**src/rtl/reversing_bits_pkg.sv**
```systemverilog
// Shared types and constants for the bit-reversing arbiter.
// Pure declarations: no logic, no latency, no flow control.
package reversing_bits_pkg;

    typedef enum logic {
        EMPTY = 1'b0,
        FULL  = 1'b1
    } state_t;

    localparam int              CNT_W   = 16;
    localparam logic [CNT_W-1:0] CNT_MAX = '1;

endpackage

```
**src/rtl/rr_arbiter.sv**
```systemverilog
// Combinational round-robin picker: searches upward from the index after i_ptr, wrapping at NUM_REQ-1.
// Zero latency; grants nothing while i_en is low.
module rr_arbiter
#(
    parameter int NUM_REQ = 2
)
(
    input  logic [NUM_REQ-1:0]         i_req,
    input  logic [$clog2(NUM_REQ)-1:0] i_ptr,
    input  logic                       i_en,
    output logic [NUM_REQ-1:0]         o_gnt,
    output logic [$clog2(NUM_REQ)-1:0] o_idx
);

    localparam int IDX_W = $clog2(NUM_REQ);

    logic             w_found;
    logic [IDX_W-1:0] w_cand;

    always_comb begin
        o_gnt   = '0;
        o_idx   = '0;
        w_found = 1'b0;
        w_cand  = '0;
        // k runs 1..NUM_REQ so the last-granted requester is considered last
        for (int k = 1; k <= NUM_REQ; k++) begin
            w_cand = IDX_W'((int'(i_ptr) + k) % NUM_REQ);
            if (i_en && !w_found && i_req[w_cand]) begin
                o_gnt[w_cand] = 1'b1;
                o_idx         = w_cand;
                w_found       = 1'b1;
            end
        end
    end

endmodule

```
**src/rtl/reversing_bits_arbiter.sv**
```systemverilog
// Shares one bit-reverser among NUM_REQ requesters round-robin; result valid 1 cycle after transfer.
// req_ready drops to zero while a held result is stalled; optional grant counters via REVERSING_BITS_ARBITER_STATS_EN.
module reversing_bits_arbiter
    import reversing_bits_pkg::*;
#(
    parameter int DATA_WIDTH = 32,
    parameter int NUM_REQ    = 2
)
(
    input  logic                          clk,
    input  logic                          reset,
    input  logic [NUM_REQ-1:0]            req_valid,
    input  logic [NUM_REQ*DATA_WIDTH-1:0] req_data,
    output logic [NUM_REQ-1:0]            req_ready,
    output logic                          dout_valid,
    input  logic                          dout_ready,
    output logic [DATA_WIDTH-1:0]         dout,
    output logic [$clog2(NUM_REQ)-1:0]    dout_src
`ifdef REVERSING_BITS_ARBITER_STATS_EN
    ,
    output logic [NUM_REQ*CNT_W-1:0]      grant_cnt
`endif
);

    localparam int IDX_W = $clog2(NUM_REQ);

    state_t                r_state;
    logic [DATA_WIDTH-1:0] r_dout;
    logic [IDX_W-1:0]      r_src;
    logic [IDX_W-1:0]      r_ptr;

    logic                  w_accept;
    logic                  w_xfer;
    logic [NUM_REQ-1:0]    w_gnt;
    logic [IDX_W-1:0]      w_idx;
    logic [DATA_WIDTH-1:0] w_word;
    logic [DATA_WIDTH-1:0] w_rev;

    // A held result being drained this cycle frees the register for a new word
    assign w_accept = (r_state == EMPTY) || dout_ready;

    rr_arbiter #(
        .NUM_REQ (NUM_REQ)
    ) u_rr (
        .i_req   (req_valid),
        .i_ptr   (r_ptr),
        .i_en    (w_accept),
        .o_gnt   (w_gnt),
        .o_idx   (w_idx)
    );

    assign req_ready = w_gnt;
    assign w_xfer    = |w_gnt;

    always_comb begin
        w_word = '0;
        for (int i = 0; i < NUM_REQ; i++) begin
            if (w_gnt[i]) begin
                w_word = req_data[i*DATA_WIDTH +: DATA_WIDTH];
            end
        end
    end

    always_comb begin
        w_rev = '0;
        for (int i = 0; i < DATA_WIDTH; i++) begin
            w_rev[i] = w_word[DATA_WIDTH-1-i];
        end
    end

    always_ff @(posedge clk or posedge reset) begin
        if (reset) begin
            r_state <= EMPTY;
            r_dout  <= '0;
            r_src   <= '0;
            r_ptr   <= IDX_W'(NUM_REQ - 1);
        end else if (w_xfer) begin
            r_state <= FULL;
            r_dout  <= w_rev;
            r_src   <= w_idx;
            r_ptr   <= w_idx;
        end else if (dout_ready) begin
            r_state <= EMPTY;
        end
    end

    assign dout_valid = (r_state == FULL);
    assign dout       = r_dout;
    assign dout_src   = r_src;

`ifdef REVERSING_BITS_ARBITER_STATS_EN
    logic [CNT_W-1:0] r_cnt [NUM_REQ];

    always_ff @(posedge clk or posedge reset) begin
        if (reset) begin
            for (int i = 0; i < NUM_REQ; i++) begin
                r_cnt[i] <= '0;
            end
        end else begin
            for (int i = 0; i < NUM_REQ; i++) begin
                if (w_gnt[i] && (r_cnt[i] != CNT_MAX)) begin
                    r_cnt[i] <= r_cnt[i] + 1'b1;
                end
            end
        end
    end

    always_comb begin
        grant_cnt = '0;
        for (int i = 0; i < NUM_REQ; i++) begin
            grant_cnt[i*CNT_W +: CNT_W] = r_cnt[i];
        end
    end
`endif

endmodule

```
**config.mk**
```make
export PLATFORM = sky130hd
export DESIGN_NAME = reversing_bits_arbiter
export DESIGN_NICKNAME = d
export VERILOG_FILES = /design/src/rtl/reversing_bits_pkg.sv /design/src/rtl/rr_arbiter.sv /design/src/rtl/reversing_bits_arbiter.sv
export SDC_FILE = /design/constraint.sdc
export NUM_CORES = 1
export LEC_CHECK = 0
export ABC_AREA = 1
export BUFFER_PORTS_ARGS = -buffer_cell sky130_fd_sc_hd__clkbuf_2
export CAP_MARGIN = 20
export CORE_MARGIN = 2
export CORE_UTILIZATION = 39
export CTS_CLUSTER_SIZE = 20
export DETAILED_ROUTE_END_ITERATION = 10
export PLACE_DENSITY_LB_ADDON = 0.15
export SYNTH_ARGS = -nofsm -noshare
export SYNTH_HDL_FRONTEND = slang
export SYNTH_SLANG_ARGS = --single-unit
```
**constraint.sdc**
```tcl
create_clock -name clk -period 1.15 [get_ports clk]
set_input_delay 0.1725 -clock clk [delete_from_list [all_inputs] [get_ports clk]]
set_output_delay 0.1725 -clock clk [all_outputs]
set_load 0.01 [all_outputs]
```
==> Word level (Yosys, flattened, before mapping) <==
Cells that the tools add are included.
{ "totals": {"word_cells": 38, "input_bits": 69, "regBits": 35} }
{ "op_classes": {"mux": 17, "add_sub_neg": 2, "n_reduce_logical": 9, "n_bitwise": 2, "magnitude_cmp": 4} }
{ "ops": {"columns": ["cell", "count"], "rows": [
  ["32-bit 2-to-1 mux", 2],
  ["1-bit 2-to-1 mux", 11],
  ["1-bit logical AND", 5],
  ["1-bit by 2-bit < comparator with 1-bit output (second input constant)", 2],
  ["2-bit 2-to-1 mux", 2],
  ["1-bit adder (second input constant)", 2],
  ["1-bit demux with 1-bit select", 2],
  ["1-bit >= comparator (second input constant)", 2],
  ["2-bit bitwise OR", 1],
  ["2-bit nonzero test", 1],
  ["2-bit OR reduction", 1],
  ["1-bit logical NOT", 1],
  ["1-bit logical OR", 1],
  ["1-bit NOT", 1]
]} }

==> Depth between registers and ports, before layout <==
Gate-level depths: netlist of the first run.
{ "logic_depth": {"depth_word": 11, "mapped_depth": 6, "mapped_depth_nobuf": 5} }

==> By module <==
From an unflattened synthesis of the first run, not the netlist that was laid out.
{ "unflattened": {"cells_unflattened": 194, "area_unflattened_um2": 1629.1} }
{ "by_module_without_submodules": {"columns": ["mod", "instances", "cells_each", "area_each_um2", "seq_area_each_um2"], "rows": [
  ["reversing_bits_arbiter", 1, 188, 1602.8, 877.1],
  ["rr_arbiter", 1, 6, 26.3, 0.0]
]} }

==> Worst setup path after synthesis of the first run <==
OpenSTA, ideal clock, no wires.
{ "synth_path": {"kind": "flip-flop to output port", "startpoint": "register r_ptr", "endpoint": "output port req_ready[0]", "t_arrival_ps": 1012, "stages_incl_launch_ff": 5, "path_buffers": 0, "slack_ps": -34, "required_ps": 978, "cell_sequence": "dfstp_2 > nand2_1 > nand3_1 > inv_1 > nor2_1"} }
{ "synth_between": {"elab_chain_len": 9, "word_cells_on_any_way": 24} }
{ "synth_lines": {"columns": ["item", "line", "source"], "rows": [
  ["start, declared", "reversing_bits_arbiter.sv:30", "logic [IDX_W-1:0] r_ptr;"],
  ["start signal, assigned", "reversing_bits_arbiter.sv:76", "r_ptr <= IDX_W'(NUM_REQ - 1);"],
  ["start signal, assigned", "reversing_bits_arbiter.sv:81", "r_ptr <= w_idx;"],
  ["parallel branches: the longest is 8 deep, another holds 1-bit by 2-bit < comparator with 1-bit output", null, null],
  ["2-bit 2-to-1 mux *", "rr_arbiter.sv:28", "if (i_en && !w_found && i_req[w_cand]) begin"],
  ["end, declared", "reversing_bits_arbiter.sv:14", "output logic [NUM_REQ-1:0] req_ready,"]
]} }
Mark *: on every way between the ends. The select of a mux whose other input is x is not followed.

==> Final worst setup path of the first run <==
Same ends and word-level chain as after synthesis.

==> flow_summary_export.csv, run 1 <==
group,metric,value,unit
clocking,cts_buffer_depth,2,
placement,gp_congestion,0.783,
sta,hold_viol,0,
global_route,antenna_found_initial,0,
sta,clock_skew,0.00618,ns
sta,period_share,120,%
synth,syn_inst,202,
drt,vias_per_cell,5.47,
sta,maxSlewHeadroom,78.4,%
floorplan,core_area,4380,sq um
synth,synth-seq-cells,35,
pwr,pwr-share-comb,31.9,%
worst_setup_path,cp.required,0.98,ns
worst_setup_path,crit_arrival,1.20,ns
floorplan,ios,105,
worst_setup_path,slowest_stage,"dfstp_2",
worst_setup_path,cp_max_fo,2,
cells_and_area,fillers,424,
worst_setup_path,cp_cell_sequence,"nand2_2, nand3_2, inv_2, nor2_2, buf_2",
global_route,grt_start_max_net_pins,36,
worst_setup_path,start_kind,"flip-flop",
sta,rsz0062_at_grt,"true",
synth,synth_area_leader_cell,"dfrtp_1",
floorplan,die_x,71.6,microns
cells_and_area,fin_cells,369,
drt,ant_nets,0,
sta,fin_ws,-0.225,ns
placement,dp_slack,-0.0421,ns
synth,ys_seq_area_share,49.3,%
pwr,intPower,2560,uW
clocking,cts_buffers,5,
flow_run,maxCapViolCount,0,
cells_and_area,regArea,877,sq um
worst_setup_path,cp-end-kind,"output port",
synth,synth_most_common_cell,"nand4_1",
floorplan,num_rows,24,
cells_and_area,num_antenna_cells,0,
worst_setup_path,path_delay_family,"flip-flops",
clocking,insertion_delay,0.28,ns
global_route,grt_remaining_overflow,0,
synth,syn-cell-area,1780,sq um
hold_path,hold_path_class,"input port to flip-flop",
synth,synthArstFlopShare,100,%
drt,drt_iter0_markers,142,
worst_setup_path,critPathKind,"flip-flop to output port",
pwr,peakVddDrop,0.748,mV
cells_and_area,fin_nets,385,
global_route,grt_pass1_vias,1883,
sta,worst_slew_pin_slew,0.323,ns
floorplan,start_util,40.6,%
outcome,failed_checks,"negative setup slack",
sta,finalSetupViolations,34,
cells_and_area,post-route-util,59.8,%
pwr,powerDensity,1430,nW/um^2
global_route,grt_pass1_wl,8830,microns
synth,ys_warn_count,0,
sta,slew_violations,0,
pwr,p_sw,1200,uW
drt,wl,5500,microns
clocking,cts.sinks,35,
clocking,cts.htree.levels,2,
synth,ys_dominant_reg_cell,"dfrtp_1",
pwr,clkPwrFrac,25.8,%
sta,max_freq,727,MHz
drt,routedWlPerCell,14.9,microns
global_route,grtUsageTotal,21.8,%
floorplan,die_h,71.6,microns
placement,port_buffers,104,
pwr,p_leak,0.00139,uW
clocking,cts_tree,"done",
clocking,root_buffer,"clkbuf_8",
placement,dp_cells,355,
sta,min_period,1.38,ns
worst_setup_path,critPathMaxStageDelay,0.55,ns
synth,synth_fp_nets,271,
synth,synth_edf_count,0,
drt,num_vias,2017,
cells_and_area,syn_to_final_growth,47.2,%
synth,ys_types,14,
drt,drc,0,
outcome,status,"finished with violations",
worst_setup_path,timing.critical_path.buf_inv,2,
synth,synth_area_leaders,"dfrtp_1 (48%), nand4_1 (22%), nand3_1 (9.3%)",
cells_and_area,multi_input_area,756,sq um
drt,first_pass_iters,4,
synth,yosys-top-cells-count,"nand4_1 (64), nand2_1 (39), dfrtp_1 (34)",
synth,yosysTopAreaCellShare,47.8,%
pwr,p_seq_share,42.3,%
placement,hpwlAfterDp,3860,microns
floorplan,dieArea,5120,sq um
cells_and_area,drive_gt1_share,45.7,%
synth,avgSynthCellArea,8.81,sq um
clocking,path_clk_slew,0.07,ns
pwr,switching_share,32.0,%
-- power groups by stage --
stage	clock network [uW]	registers, uW	logic, uW
2_1_floorplan	0	1700	499
3_3_place_gp	0	1610	1110
3_5_place_dp	0	1600	1120
4_1_cts	995	1590	1210
5_1_grt	1050	1610	1330
6_report	971	1590	1200
-- path summary, 6_finish.rpt --
check / start / end / slack, ns / cells after the start
min in group asynchronous: reset / dout[22] / 0.47 / 4
min: req_data[20] / dout[11] / 0.14 / 3
min reg2reg: dout_src / dout_src / 0.49 / 2
max: r_ptr / req_ready[0] / -0.23 / 5
max reg2reg: r_ptr / dout[15] / -0.18 / 7
max in group asynchronous: reset / r_ptr / 0.43 / 4
-- tightest hold or removal path: cells and delay by family --
kind	cells	cell delay, ns
buffers and inverters	1	0.08
AND/OR/NAND/NOR	2	0.13
-- flip-flops by register name (all words and copies together), names as in the netlist --
signal,flops
dout_valid,1
dout,32
r_ptr,1
dout_src,1
-- cell usage in the layout, fill, tap and decap left out --
cell	count
buf_12	4
buf_16	1
buf_2	2
buf_4	18
buf_6	3
clkbuf_1	1
clkbuf_2	102
clkbuf_8	7
dfrtp_1	34
dfstp_2	1
dlygate4sd3_1	1
inv_1	3
inv_2	1
nand2_1	37
nand2_2	2
nand2_4	1
nand3_1	32
nand3_2	1
nand4_1	64
nor2_2	1
o21ai_4	1
-- per-layer routing --
metal  global-route usage, %  share of wire, %
met1                    27.7                43
met3                    5.63               7.2
met5                       0                 0
met4                    5.45               1.1
met2                    37.3                49
-- kinds of logic after synthesis --
kind of cell	Yosys count	share of synthesized area, %
AND/OR/NAND/NOR	138	40.5
buffers and inverters	28	9.28
flip-flops	35	49.3
AO/OA/AOI/OAI	1	0.914
-- stage by stage --
step / total power [uW] / area [sq um] / setup TNS [ns] / hold slack, ns
final: 3760 / 2620 / -4.58 / 0.138
after global routing: 3990 / 2620 / -6.56 / 0.139
after CTS: 3790 / 2620 / -3.56 / 0.136
after detailed placement: 2730 / 2410 / -0.0484 / 0.227
after global placement: 2710 / 2410 / -0.0127 / 0.227
after floorplan: 2200 / 1780 / 0 / 0.326
-- layout make-up --
cell class                 instances  area share (%)
timing repair buffer             131            30.8
multi-input combinational        139            28.8
clock buffer                       8            3.82
inverter                           4           0.573
sequential                        35            33.5
tap                               52            2.48
-- timing repair --
item	CTS	global route
setup buffers	4	0
hold buffers	1	0
gates resized for setup	9	2
pin swaps	2	0
endpoints found under the hold margin	34	0
gates cloned	1	0
endpoints found under the setup margin	15	34
No activity file was read; power rests on OpenSTA's default activity.
==> run 2: changes to the inputs <==
--- a/config.mk
+++ b/config.mk
@@ -6,13 +6,15 @@
 export NUM_CORES = 1
 export LEC_CHECK = 0
 export ABC_AREA = 1
-export BUFFER_PORTS_ARGS = -buffer_cell sky130_fd_sc_hd__clkbuf_2
+export BUFFER_PORTS_ARGS = -buffer_cell sky130_fd_sc_hd__buf_2
 export CAP_MARGIN = 20
 export CORE_MARGIN = 2
 export CORE_UTILIZATION = 39
+export CTS_BUF_LIST = sky130_fd_sc_hd__clkbuf_16
 export CTS_CLUSTER_SIZE = 20
 export DETAILED_ROUTE_END_ITERATION = 10
 export PLACE_DENSITY_LB_ADDON = 0.15
+export SLEW_MARGIN = 20
 export SYNTH_ARGS = -nofsm -noshare
 export SYNTH_HDL_FRONTEND = slang
 export SYNTH_SLANG_ARGS = --single-unit
==> run 2 against run 1 <==
Compared with the run above:
- the flow still finishes with violations (negative setup slack)
- die area stayed put
- register-to-register slack gained 0.09 ns
- largest power group unchanged
- clock-buffer cell count shrank 3
==> flow_summary_export.csv, run 2 (synthesis gave the netlist of run 1 again) <==
group,metric,value,unit
floorplan,num_rows,24,
cells_and_area,regArea,877,sq um
global_route,grt_pass1_wl,8610,microns
pwr,intPower,2740,uW
global_route,use_met1,28.3,%
pwr,clkPwrFrac,31.6,%
clocking,path_clk_slew,0.05,ns
sta,slew_violations,0,
cells_and_area,fin_nets,380,
drt,drt_iter0_markers,139,
worst_setup_path,start_kind,"flip-flop",
placement,hpwlAfterDp,3790,microns
sta,whs,0.158,ns
sta,finalSetupViolations,34,
sta,period_share,116,%
placement,dp_slack,-0.0299,ns
cells_and_area,num_antenna_cells,0,
global_route,grt.busiest_layer,"met2",
sta,fin_ws,-0.189,ns
sta,rsz0062_at_grt,"true",
clocking,cts_tree,"done",
worst_setup_path,path_delay_family,"flip-flops",
outcome,failed_checks,"negative setup slack",
worst_setup_path,cp-end-kind,"output port",
floorplan,die_h,71.6,microns
cells_and_area,multi_input_area,766,sq um
pwr,p_seq_share,40.1,%
sta,min_period,1.34,ns
clocking,root_buffer,"clkbuf_16",
cells_and_area,largest_register_ffs,32,
global_route,grt_start_max_net_pins,36,
worst_setup_path,crit_arrival,1.17,ns
drt,routedWlPerCell,14.6,microns
global_route,met3_usage,5.49,%
pwr,switching_share,30.6,%
floorplan,start_util,40.6,%
pwr,powerDensity,1530,nW/um^2
hold_path,hold_path_class,"input port to flip-flop",
floorplan,die_x,71.6,microns
drt,ant_nets,0,
clocking,insertion_delay,0.27,ns
clocking,cts.sinks,35,
clocking,cts_buffer_depth,2,
pwr,peakVddDrop,0.667,mV
placement,placed_cell_area,2390,sq um
placement,gp_congestion,0.760,
drt,first_pass_iters,4,
global_route,grt_remaining_overflow,0,
drt,num_vias,1961,
worst_setup_path,cp_cell_sequence,"nand2_4, nand3_4, inv_2, nor2_2, buf_2",
pwr,p_leak,0.00136,uW
cells_and_area,final_cell_mix,"buf_2 (104), nand4_1 (64), nand2_1 (38), dfrtp_1 (34), nand3_1 (32)",
global_route,antenna_found_initial,0,
worst_setup_path,critPathKind,"flip-flop to output port",
placement,port_buffers,104,
cells_and_area,syn_to_final_growth,45.0,%
pwr,p_sw,1210,uW
sta,worst_slew_pin_slew,0.282,ns
clocking,cts.htree.levels,2,
cells_and_area,drive_gt1_share,44.2,%
sta,hold_viol,0,
worst_setup_path,cp.required,0.98,ns
flow_run,maxCapViolCount,0,
floorplan,core_area,4380,sq um
worst_setup_path,timing.critical_path.buf_inv,2,
pwr,pwr-share-comb,28.3,%
clocking,cts_buffers,5,
cells_and_area,final_cell_area,2580,sq um
sta,max_freq,747,MHz
outcome,status,"finished with violations",
worst_setup_path,critPathMaxStageDelay,0.55,ns
cells_and_area,fillers,413,
global_route,grt_pass1_vias,1842,
sta,maxSlewHeadroom,81.1,%
floorplan,dieArea,5120,sq um
cells_and_area,final_common_cell,"buf_2",
drt,wl,5320,microns
cells_and_area,post-route-util,58.9,%
drt,drc,0,
worst_setup_path,cp_num_cells,5,
hold_path,hold_depth,3,
worst_setup_path,cp_max_fo,2,
drt,vias_per_cell,5.39,
worst_setup_path,slowest_stage,"dfstp_2",
global_route,use_met2,35.4,%
global_route,grtUsageTotal,21.4,%
worst_setup_path,ff2ff_path_depth,6,
sta,clock_skew,0.00280,ns
floorplan,ios,105,
run 2: cell types whose count changed in the layout (fill, tap and decap cells not counted), sizes merged:
cell,delta
buf,+97
clkbuf,-105
clkinv,+1
inv,+2
run 2: through the flow:
step                instances  TNS (ns)  power, uW
floorplan                 202         0       2200
global placement          353  -0.00441       2680
detailed placement        353   -0.0299       2690
CTS                       364     -2.48       3980
global route              364     -5.38       4190
finish                    364     -2.74       3950
run 2: layer usage:
layer / part of all wire [%] / vias up
met5: 0 / -
met2: 49 / 64
li1: - / 967
met4: 0.38 / 0
met1: 44 / 928
met3: 7.0 / 2
run 2: cell type report:
cell class / instances / share of cell area, %
multi-input cells: 139 / 29.7
flip-flops and latches: 35 / 34.0
repair buffers: 126 / 27.9
clock buffers: 5 / 4.85
well taps: 52 / 2.52
inverters: 4 / 0.582
clock inverters: 3 / 0.485
run 2: worst register-to-register path: stages (launching register included):
cell and delay, ns:
dfstp_2 0.55, buf_4 0.11, inv_1 0.03, nand2_1 0.12, buf_6 0.18, nand4_1 0.11
nand3_1 0.08
run 2: final timing paths:
kind / from / end / slack (ns)
setup / recovery: r_ptr / req_ready[0] / -0.19
hold / removal: req_data[19] / dout[12] / 0.16
setup reg to reg: r_ptr / dout[30] / -0.09
hold reg to reg: dout_src / dout_src / 0.49
max in group asynchronous: reset / r_ptr / 0.41
min in group asynchronous: reset / dout[28] / 0.49
run 2: repair_timing:
item                                    CTS  global route
pin swaps                                 0             1
setup buffers                             2             0
resized for setup                         5             3
endpoints found under the hold margin    34             0
hold buffers                              1             0
endpoints found under the setup margin    2            34
run 2: power by group through the flow:
| stage | clock (uW) | combinational [uW] | sequential (uW) |
|---|---|---|---|
| floorplan | 0 | 499 | 1700 |
| detailed placement | 0 | 1100 | 1590 |
| finish | 1250 | 1120 | 1580 |
| global route | 1330 | 1250 | 1610 |
| global placement | 0 | 1080 | 1590 |
| CTS | 1270 | 1130 | 1580 |
